## src/rtl/approx_mult_pkg.sv

```systemverilog
// Shared definitions for the approximate multiplier command controller:
// command codes, controller states, status-byte bit positions and the
// truncation mask helper.
package approx_mult_pkg;

    // 3-bit command bus encodings
    localparam logic [2:0] CMD_NOP       = 3'b000;
    localparam logic [2:0] CMD_LOAD_A    = 3'b001;
    localparam logic [2:0] CMD_LOAD_B    = 3'b010;
    localparam logic [2:0] CMD_START     = 3'b011;
    localparam logic [2:0] CMD_READ_LO   = 3'b100;
    localparam logic [2:0] CMD_READ_HI   = 3'b101;
    localparam logic [2:0] CMD_READ_STAT = 3'b110;
    localparam logic [2:0] CMD_CLEAR     = 3'b111;

    // Controller states
    typedef enum logic [1:0] {
        IDLE = 2'd0,
        CALC = 2'd1,
        DONE = 2'd2
    } state_t;

    // Bit positions inside the READ_STAT byte
    localparam int unsigned STAT_BUSY = 7;
    localparam int unsigned STAT_DONE = 6;
    localparam int unsigned STAT_ERR  = 5;

    // Mask that clears the lowest trunc_bits product columns
    function automatic logic [15:0] trunc_mask(input int unsigned trunc_bits);
        return 16'hFFFF << trunc_bits;
    endfunction

endpackage

```

## src/rtl/approx_pp_term.sv

```systemverilog
// Combinational masked partial-product generator: one row of the
// shift-add multiply, with the low TRUNC_BITS columns forced to zero.
module approx_pp_term
    import approx_mult_pkg::*;
#(
    parameter int unsigned TRUNC_BITS = 4
) (
    input  logic [7:0]  a,
    input  logic        b_bit,
    input  logic [2:0]  shift,
    output logic [15:0] term
);

    localparam logic [15:0] MASK = trunc_mask(TRUNC_BITS);

    // Shift A into position and drop the truncated columns when the B bit is set
    always_comb begin
        term = '0;
        if (b_bit) begin
            term = ({8'h00, a} << shift) & MASK;
        end
    end

endmodule

```

## src/rtl/approx_mult_cmd_ctrl.sv

```systemverilog
// Command-driven operand/result controller for the 8-bit approximate
// multiplier. Commands are edge-accepted (executed once per change of the
// command bus), the multiply runs one partial product per clock for eight
// clocks, and results are read back one byte at a time on out_8b.
// Optional build macro: AUTO_READ_EN -- when defined, out_8b is loaded with
// the low product byte on the clock that enters DONE.
module approx_mult_cmd_ctrl
    import approx_mult_pkg::*;
#(
    parameter int unsigned TRUNC_BITS = 4
) (
    input  logic       clk,
    input  logic       rst_n,
    input  logic [2:0] comm,
    input  logic [7:0] in_8b,
    output logic [7:0] out_8b,
    output logic       busy,
    output logic       done
);

    state_t      state;
    state_t      state_next;
    logic [2:0]  comm_prev;
    logic        accept;
    logic [7:0]  a_reg;
    logic [7:0]  b_reg;
    logic [15:0] acc;
    logic [15:0] product;
    logic [15:0] term;
    logic [15:0] sum;
    logic [2:0]  cnt;
    logic        err;
    logic [7:0]  status;

    approx_pp_term #(
        .TRUNC_BITS(TRUNC_BITS)
    ) u_pp_term (
        .a     (a_reg),
        .b_bit (b_reg[cnt]),
        .shift (cnt),
        .term  (term)
    );

    // Command acceptance, running sum and status byte
    always_comb begin
        accept              = (comm != comm_prev) && (comm != CMD_NOP);
        sum                 = acc + term;
        busy                = (state == CALC);
        done                = (state == DONE);
        status              = '0;
        status[STAT_BUSY]   = busy;
        status[STAT_DONE]   = done;
        status[STAT_ERR]    = err;
    end

    // State register
    always_ff @(posedge clk or negedge rst_n) begin
        if (!rst_n) begin
            state <= IDLE;
        end else begin
            state <= state_next;
        end
    end

    // Next-state logic; DONE accepts commands exactly like IDLE
    always_comb begin
        state_next = state;
        case (state)
            IDLE, DONE: begin
                if (accept && comm == CMD_START) begin
                    state_next = CALC;
                end else if (accept && comm == CMD_CLEAR) begin
                    state_next = IDLE;
                end
            end
            CALC: begin
                if (accept && comm == CMD_CLEAR) begin
                    state_next = IDLE;
                end else if (cnt == 3'd7) begin
                    state_next = DONE;
                end
            end
            default: state_next = IDLE;
        endcase
    end

    // Previous command, sampled every cycle for edge detection
    always_ff @(posedge clk or negedge rst_n) begin
        if (!rst_n) begin
            comm_prev <= CMD_NOP;
        end else begin
            comm_prev <= comm;
        end
    end

    // Operands, accumulator, product, error flag and read-back byte
    always_ff @(posedge clk or negedge rst_n) begin
        if (!rst_n) begin
            a_reg   <= '0;
            b_reg   <= '0;
            acc     <= '0;
            product <= '0;
            cnt     <= '0;
            err     <= 1'b0;
            out_8b  <= '0;
        end else if (accept && comm == CMD_CLEAR) begin
            a_reg   <= '0;
            b_reg   <= '0;
            acc     <= '0;
            product <= '0;
            cnt     <= '0;
            err     <= 1'b0;
            out_8b  <= '0;
        end else begin
            if (state == CALC) begin
                acc <= sum;
                cnt <= cnt + 3'd1;
                if (cnt == 3'd7) begin
                    product <= sum;
`ifdef AUTO_READ_EN
                    out_8b  <= sum[7:0];
`endif
                end
            end
            // An explicit read on the DONE-entry edge still returns the
            // previous product and takes precedence over the auto read.
            if (accept) begin
                case (comm)
                    CMD_LOAD_A: begin
                        if (busy) err <= 1'b1;
                        else      a_reg <= in_8b;
                    end
                    CMD_LOAD_B: begin
                        if (busy) err <= 1'b1;
                        else      b_reg <= in_8b;
                    end
                    CMD_START: begin
                        if (busy) begin
                            err <= 1'b1;
                        end else begin
                            cnt <= '0;
                            acc <= '0;
                        end
                    end
                    CMD_READ_LO:   out_8b <= product[7:0];
                    CMD_READ_HI:   out_8b <= product[15:8];
                    CMD_READ_STAT: out_8b <= status;
                    default: ;
                endcase
            end
        end
    end

endmodule

```

## config.mk

```make
export PLATFORM = sky130hd
export DESIGN_NAME = approx_mult_cmd_ctrl
export DESIGN_NICKNAME = d
export VERILOG_FILES = /design/src/rtl/approx_mult_pkg.sv /design/src/rtl/approx_pp_term.sv /design/src/rtl/approx_mult_cmd_ctrl.sv
export SDC_FILE = /design/constraint.sdc
export NUM_CORES = 1
export LEC_CHECK = 0
export ABC_AREA = 1
export ABC_CLOCK_PERIOD_IN_PS = 2500
export CAP_MARGIN = 10
export CORE_AREA = 2 2 88 90
export DETAILED_ROUTE_END_ITERATION = 7
export DIE_AREA = 0 0 90 92
export GPL_ROUTABILITY_DRIVEN = 0
export PLACE_DENSITY = 0.75
export SYNTH_ARGS = -nofsm -noshare
export SYNTH_HDL_FRONTEND = slang
export SYNTH_SLANG_ARGS = --single-unit
```

## constraint.sdc

```tcl
create_clock -name clk -period 2.5 [get_ports clk]
set_input_delay 0.5 -clock clk [delete_from_list [all_inputs] [get_ports clk]]
set_output_delay 0.5 -clock clk [all_outputs]
set_load 0.03 [all_outputs]
```

# Yosys cells after proc, flatten, opt, wreduce, memory -nomap -nowiden
# Index checks and enable logic that the tools add are counted.
# op_classes
n_mux	35
n_shift	1
eq_ne	14
n_reduce_logical	20
n_addsub	2
order_cmp	1
# op_table
operator	count
$mux W16	9
$mux W8	9
$pmux W8 S3	1
$add A16 B16 Y16	1
$shl A8 B3 Y16	1
$eq A3 B3 Y1 const B	5
$mux W3	5
$reduce_bool A2 Y1	6
$reduce_and A3 Y1	3
$mux W2	4
$eq A3 B2 Y1 const B	2
$reduce_and A2 Y1	3
$mux W1	5
$lt A3 B4 Y1 const B	1
$pmux W2 S2	1
$reduce_bool A4 Y1	1
$add A3 B1 Y3 const B	1
$bmux W1 S3	1
$eq A3 B1 Y1 const B	1
$logic_and A1 B1 Y1	3
$ne A3 B1 Y1 const B	1
$ne A3 B3 Y1	1
$ne A3 B3 Y1 const B	1
$reduce_bool A3 Y1	1
other kinds (6)	6
# word_totals
inputBits	13
out_inout_bits	10
wordCells	82
ff_bits	65

# Longest topological paths before layout
# depth
word_depth	9
depth_mapped	23
depth_no_buf	22

# By module
# Synthesis repeated with hierarchy kept, for this count alone.
# unflattened
hier_cells	626
area_unflattened_um2	4404.2
# modules_own_cells
mod	area_each_um2	cells_per_inst	instances	seq_area_each_um2
approx_mult_cmd_ctrl	4008.8	536	1	1626.6
approx_pp_term	395.4	90	1	0.0

# Least setup slack after synthesis
# OpenSTA, ideal clock, no wires.
# synth_timing
path_kind	flip-flop to flip-flop
startpoint	reg cnt[2]
endpoint	reg acc[8]
required_time_ns	2.423
slack_ns	0.026
synth_period_minus_slack_ns	2.474
setup_time_ns	0.077
n_path_buf	1
stages_incl_launch_ff	19
arrival_time_ns	2.397
cell_sequence	dfrtp_1 > buf_4 > inv_1 > nor2_2 > inv_1 > nor2_1 > o21ai_0 > nand2_1 > inv_1 > nand2_2 > nand2_1 > inv_1 > ha_1 > fa_1 > nand3_1 > nand3_1 > xor2_1 > nand3_1 > a21oi_1
# synth_via
elab_chain_len	9
elab_cells_between_ends	10
classes_between	1 x add/sub; 1 x shift; 8 x mux
# synth_rtl
item	line_no	text
start: declaration	approx_mult_cmd_ctrl.sv:31	logic [2:0] cnt;
start signal: assignment	approx_mult_cmd_ctrl.sv:117	cnt <= cnt + 3'd1;
$bmux W1 S3	approx_mult_cmd_ctrl.sv:39	.b_bit (b_reg[cnt]),
$mux W1 (not written as such)	approx_mult_cmd_ctrl.sv:39	
$mux W16 (*)	approx_pp_term.sv:19	if (b_bit) begin
$add A16 B16 Y16 (*)	approx_mult_cmd_ctrl.sv:47	sum = acc + term;
$mux W16 (*)	approx_mult_cmd_ctrl.sv:115	if (state == CALC) begin
$mux W16	approx_mult_cmd_ctrl.sv:138	if (busy) begin
$mux W16	approx_mult_cmd_ctrl.sv:128	case (comm)
$mux W16 (*)	approx_mult_cmd_ctrl.sv:127	if (accept) begin
$mux W16 (*)	approx_mult_cmd_ctrl.sv:106	end else if (accept && comm == CMD_CLEAR) begin
end signal: assignment	approx_mult_cmd_ctrl.sv:116	acc <= sum;
end: declaration	approx_mult_cmd_ctrl.sv:27	logic [15:0] acc;
# Every way passes the cells marked *; elsewhere a longest branch is shown, timed or not. The select of a mux whose other input is x is not followed.
# A chain may end at the register's enable or synchronous reset.

# Worst setup path after layout
# layout_timing
startpoint	reg cnt[2]
endpoint	reg acc[12]
# The elaborated chain is that of the path after synthesis.

==> flow_metrics.py <==
metrics = {
    "outcome": {
        "status": "finished with violations",
        "violations": "setup timing",
    },
    "sta": {
        "slew_viol_final": 0,
        "setup_viol": 3,
        "finalCritPeriodShare_pct": 105,
        "rsz0062_at_grt": "true",
        "finClkSkew_ns": 0.0105,
        "fmax_ghz": 0.380,
        "setup_slack_ns": -0.132,
        "tightest_slew_ns": 0.877,
        "period_minus_slack_ns": 2.63,
        "hold_viol_final": 0,
        "max_slew_margin_pct": 41.5,
        "holdWs_ns": 0.262,
    },
    "worst_setup_path": {
        "crit_type": "reg -> reg",
        "crit_path_start_kind": "flop",
        "reg2reg_depth": 19,
        "cp_max_fo": 5,
        "cp.required_ns": 2.76,
        "rr_startpoint": "cnt[2]$_DFF_PN0_",
        "cp.arrival_ns": 2.89,
        "rr_endpoint": "acc[12]$_DFF_PN0_",
        "cp-end-kind": "flop",
        "ff2ff_setup_slack_ns": -0.13,
    },
    "final_layout": {
        "area_growth_pct": 25.0,
        "largest_register_ff_count": 13,
        "final_cell_mix": "nand2_1 (130), inv_1 (57), nand3_1 (57)",
        "diodes": 0,
        "final_area_sq_mm": 0.00488,
        "stdcell_count": 679,
        "nNetsFinal": 600,
        "regMostFlops": "product",
        "reg_top3": "product (13), acc (12)",
        "drive_gt1_share_pct": 26.5,
        "mostFrequentLayoutCell": "nand2_1",
    },
    "cts": {
        "clk_latency_ns": 0.36,
        "clockBufferDepth": 2,
        "cts_sinks": 58,
        "cts_tree": "done",
        "cts.htree.levels": 3,
        "cts_root_buf": "clkbuf_8",
        "cts-hold-fix-buffers": 0,
        "clkTransAtPathRegs_ns": 0.07,
        "cts_buffers": 9,
    },
    "synth": {
        "netlist_area_sq_mm": 0.00390,
        "synthCells": 523,
        "synth_top_cell_area_share_pct": 37.2,
        "synth_nets": 551,
        "synth_area_per_cell_sq_um": 7.46,
        "synth_seq_cells": 58,
        "yosysWarnings": 0,
        "yosys.area.top_type": "dfrtp_1",
        "seq_area_frac_synth_pct": 37.2,
        "synth_cell_types": 36,
        "synthTopCellsByArea": "dfrtp_1 (37%), nand2_1 (15%), nand3_1 (8.0%)",
    },
    "power": {
        "p_total_mw": 5.13,
        "ir_worst_vdd_uv": 463,
        "leakage_nw": 2.45,
        "cellPowerDensity_mw_per_mm2": 1050,
    },
    "die": {
        "initial_core_util_pct": 52.4,
        "num_rows": 32,
        "die_h_um": 92,
        "io_pins": 23,
        "core_sq_mm": 0.00745,
        "chipWidth_um": 90,
        "die-area_sq_mm": 0.00828,
    },
    "placement": {
        "post-place-ws_ns": -0.0758,
        "hpwlAfterDp_um": 6830,
        "port_buffers": 22,
        "placed_cells": 654,
        "placed_area_sq_mm": 0.00429,
    },
    "drt": {
        "wl_per_cell_um": 15.5,
        "dr.pass1.iters": 6,
        "vias": 3755,
        "antenna_left": 0,
        "via_per_inst": 5.53,
        "dr.first_iter.drc_count": 333,
        "drc": 0,
        "wl_um": 10500,
    },
    "global_route": {
        "grt_pass1_wl_um": 15500,
        "grt_pass1_vias": 3337,
        "grt-ovfl-total": 0,
        "grt_max_degree": 40,
        "antenna_found_initial": 0,
        "track_usage_pct": 23.6,
    },
    "hold_path": {
        "hp-class": "in -> async",
    },
    "job": {
        "drv_cap": 0,
    },
}
==> worst max-delay path, cell delays in order, from the launching register on <==
cell and delay, ns:
dfrtp_1 0.42, inv_2 0.08, nor2_4 0.15, inv_2 0.06
nor2_1 0.09, o21ai_1 0.07, nand2_1 0.10, inv_2 0.06
nand2_4 0.07, buf_6 0.12, o21ai_2 0.06, inv_1 0.13
ha_4 0.25, a21oi_4 0.16, nor2_1 0.06, nor2_1 0.17
nand2_1 0.10, nand2_1 0.10, nand2_1 0.08, a21oi_1 0.19
==> per-layer routing <==
metal | global-route usage, % | share of wire (%) | wire length (um) | vias to the layer above
met1 | 28.2 | 38 | 4050 | 1750
met2 | 41.5 | 50 | 5280 | 183
met5 | 0 | 0 | 0 | -
li1 | - | - | - | 1766
met3 | 4.44 | 6.8 | 716 | 56
met4 | 10.6 | 4.6 | 480 | 0
==> synthesized netlist by cell type <==
master / instances
nor2_1: 36
fa_1: 1
nand2_8: 2
buf_4: 3
o211ai_1: 2
clkbuf_1: 4
a21oi_1: 17
nand4_1: 5
inv_6: 1
nor2_8: 3
ha_1: 14
nand2_1: 151
buf_6: 4
nand2_2: 4
o21ai_1: 3
o21ai_4: 2
buf_12: 1
nand3_4: 1
xnor2_2: 1
nor3_1: 4
nand3_1: 62
inv_1: 67
o22ai_1: 2
nor2_4: 9
xnor2_1: 1
or2_2: 2
inv_2: 4
dfrtp_1: 58
buf_2: 4
xnor2_4: 2
a211oi_2: 1
xor2_1: 4
o21ai_0: 44
o21ai_2: 1
inv_4: 1
nor2_2: 2
==> worst max-delay path by stage <==
| stage | start | slack (ns) | end |
|---|---|---|---|
| detailed placement | cnt[0]$_DFF_PN0_ | -0.08 | acc[13]$_DFF_PN0_ |
| finish | cnt[2]$_DFF_PN0_ | -0.13 | acc[12]$_DFF_PN0_ |
| CTS | cnt[0]$_DFF_PN0_ | 0.005 | acc[6]$_DFF_PN0_ |
| global placement | cnt[0]$_DFF_PN0_ | -0.05 | acc[13]$_DFF_PN0_ |
| global route | cnt[0]$_DFF_PN0_ | -0.16 | acc[13]$_DFF_PN0_ |
| floorplan | cnt[2]$_DFF_PN0_ | 0.03 | acc[8]$_DFF_PN0_ |
==> logic make-up after synthesis <==
kind of cell | after synthesis | share of synthesized area, %
and+or+nand+nor | 281 | 34.2
buffers and inverters | 89 | 10.4
AOI/OAI and AO/OA | 72 | 10.3
DFF | 58 | 37.2
adders and majority gates | 15 | 5.00
xor gates and xnor gates | 8 | 2.95
==> layout make-up <==
| class | count | area (sq um) |
|---|---|---|
| clock buffer | 11 | 141 |
| fill | 603 | 2570 |
| inverter | 73 | 284 |
| timing repair buffer | 54 | 460 |
| clock inverter | 5 | 30.0 |
| sequential | 58 | 1450 |
| tap | 102 | 128 |
| multi-input combinational | 376 | 2380 |
==> stage by stage <==
stage	util [%]	TNS (ns)
6_report	65.5	-0.192
5_1_grt	65.5	-1.45
4_1_cts	60.4	0
3_5_place_dp	57.6	-0.197
3_3_place_gp	57.6	-0.0500
2_1_floorplan	-	0
==> power breakdown <==
| part | internal, mW | total [mW] | switching [mW] |
|---|---|---|---|
| Clock | 0.381 | 0.784 | 0.403 |
| Combinational | 1.21 | 2.92 | 1.71 |
| Sequential | 1.19 | 1.42 | 0.229 |
==> what timing repair did <==
action	CTS	global route
gates resized for setup	7	93
buffers inserted	0	8
cloned	0	1
pin swaps	1	23
endpoints found under the setup margin	11	20
(Power assumes the default switching activity.)
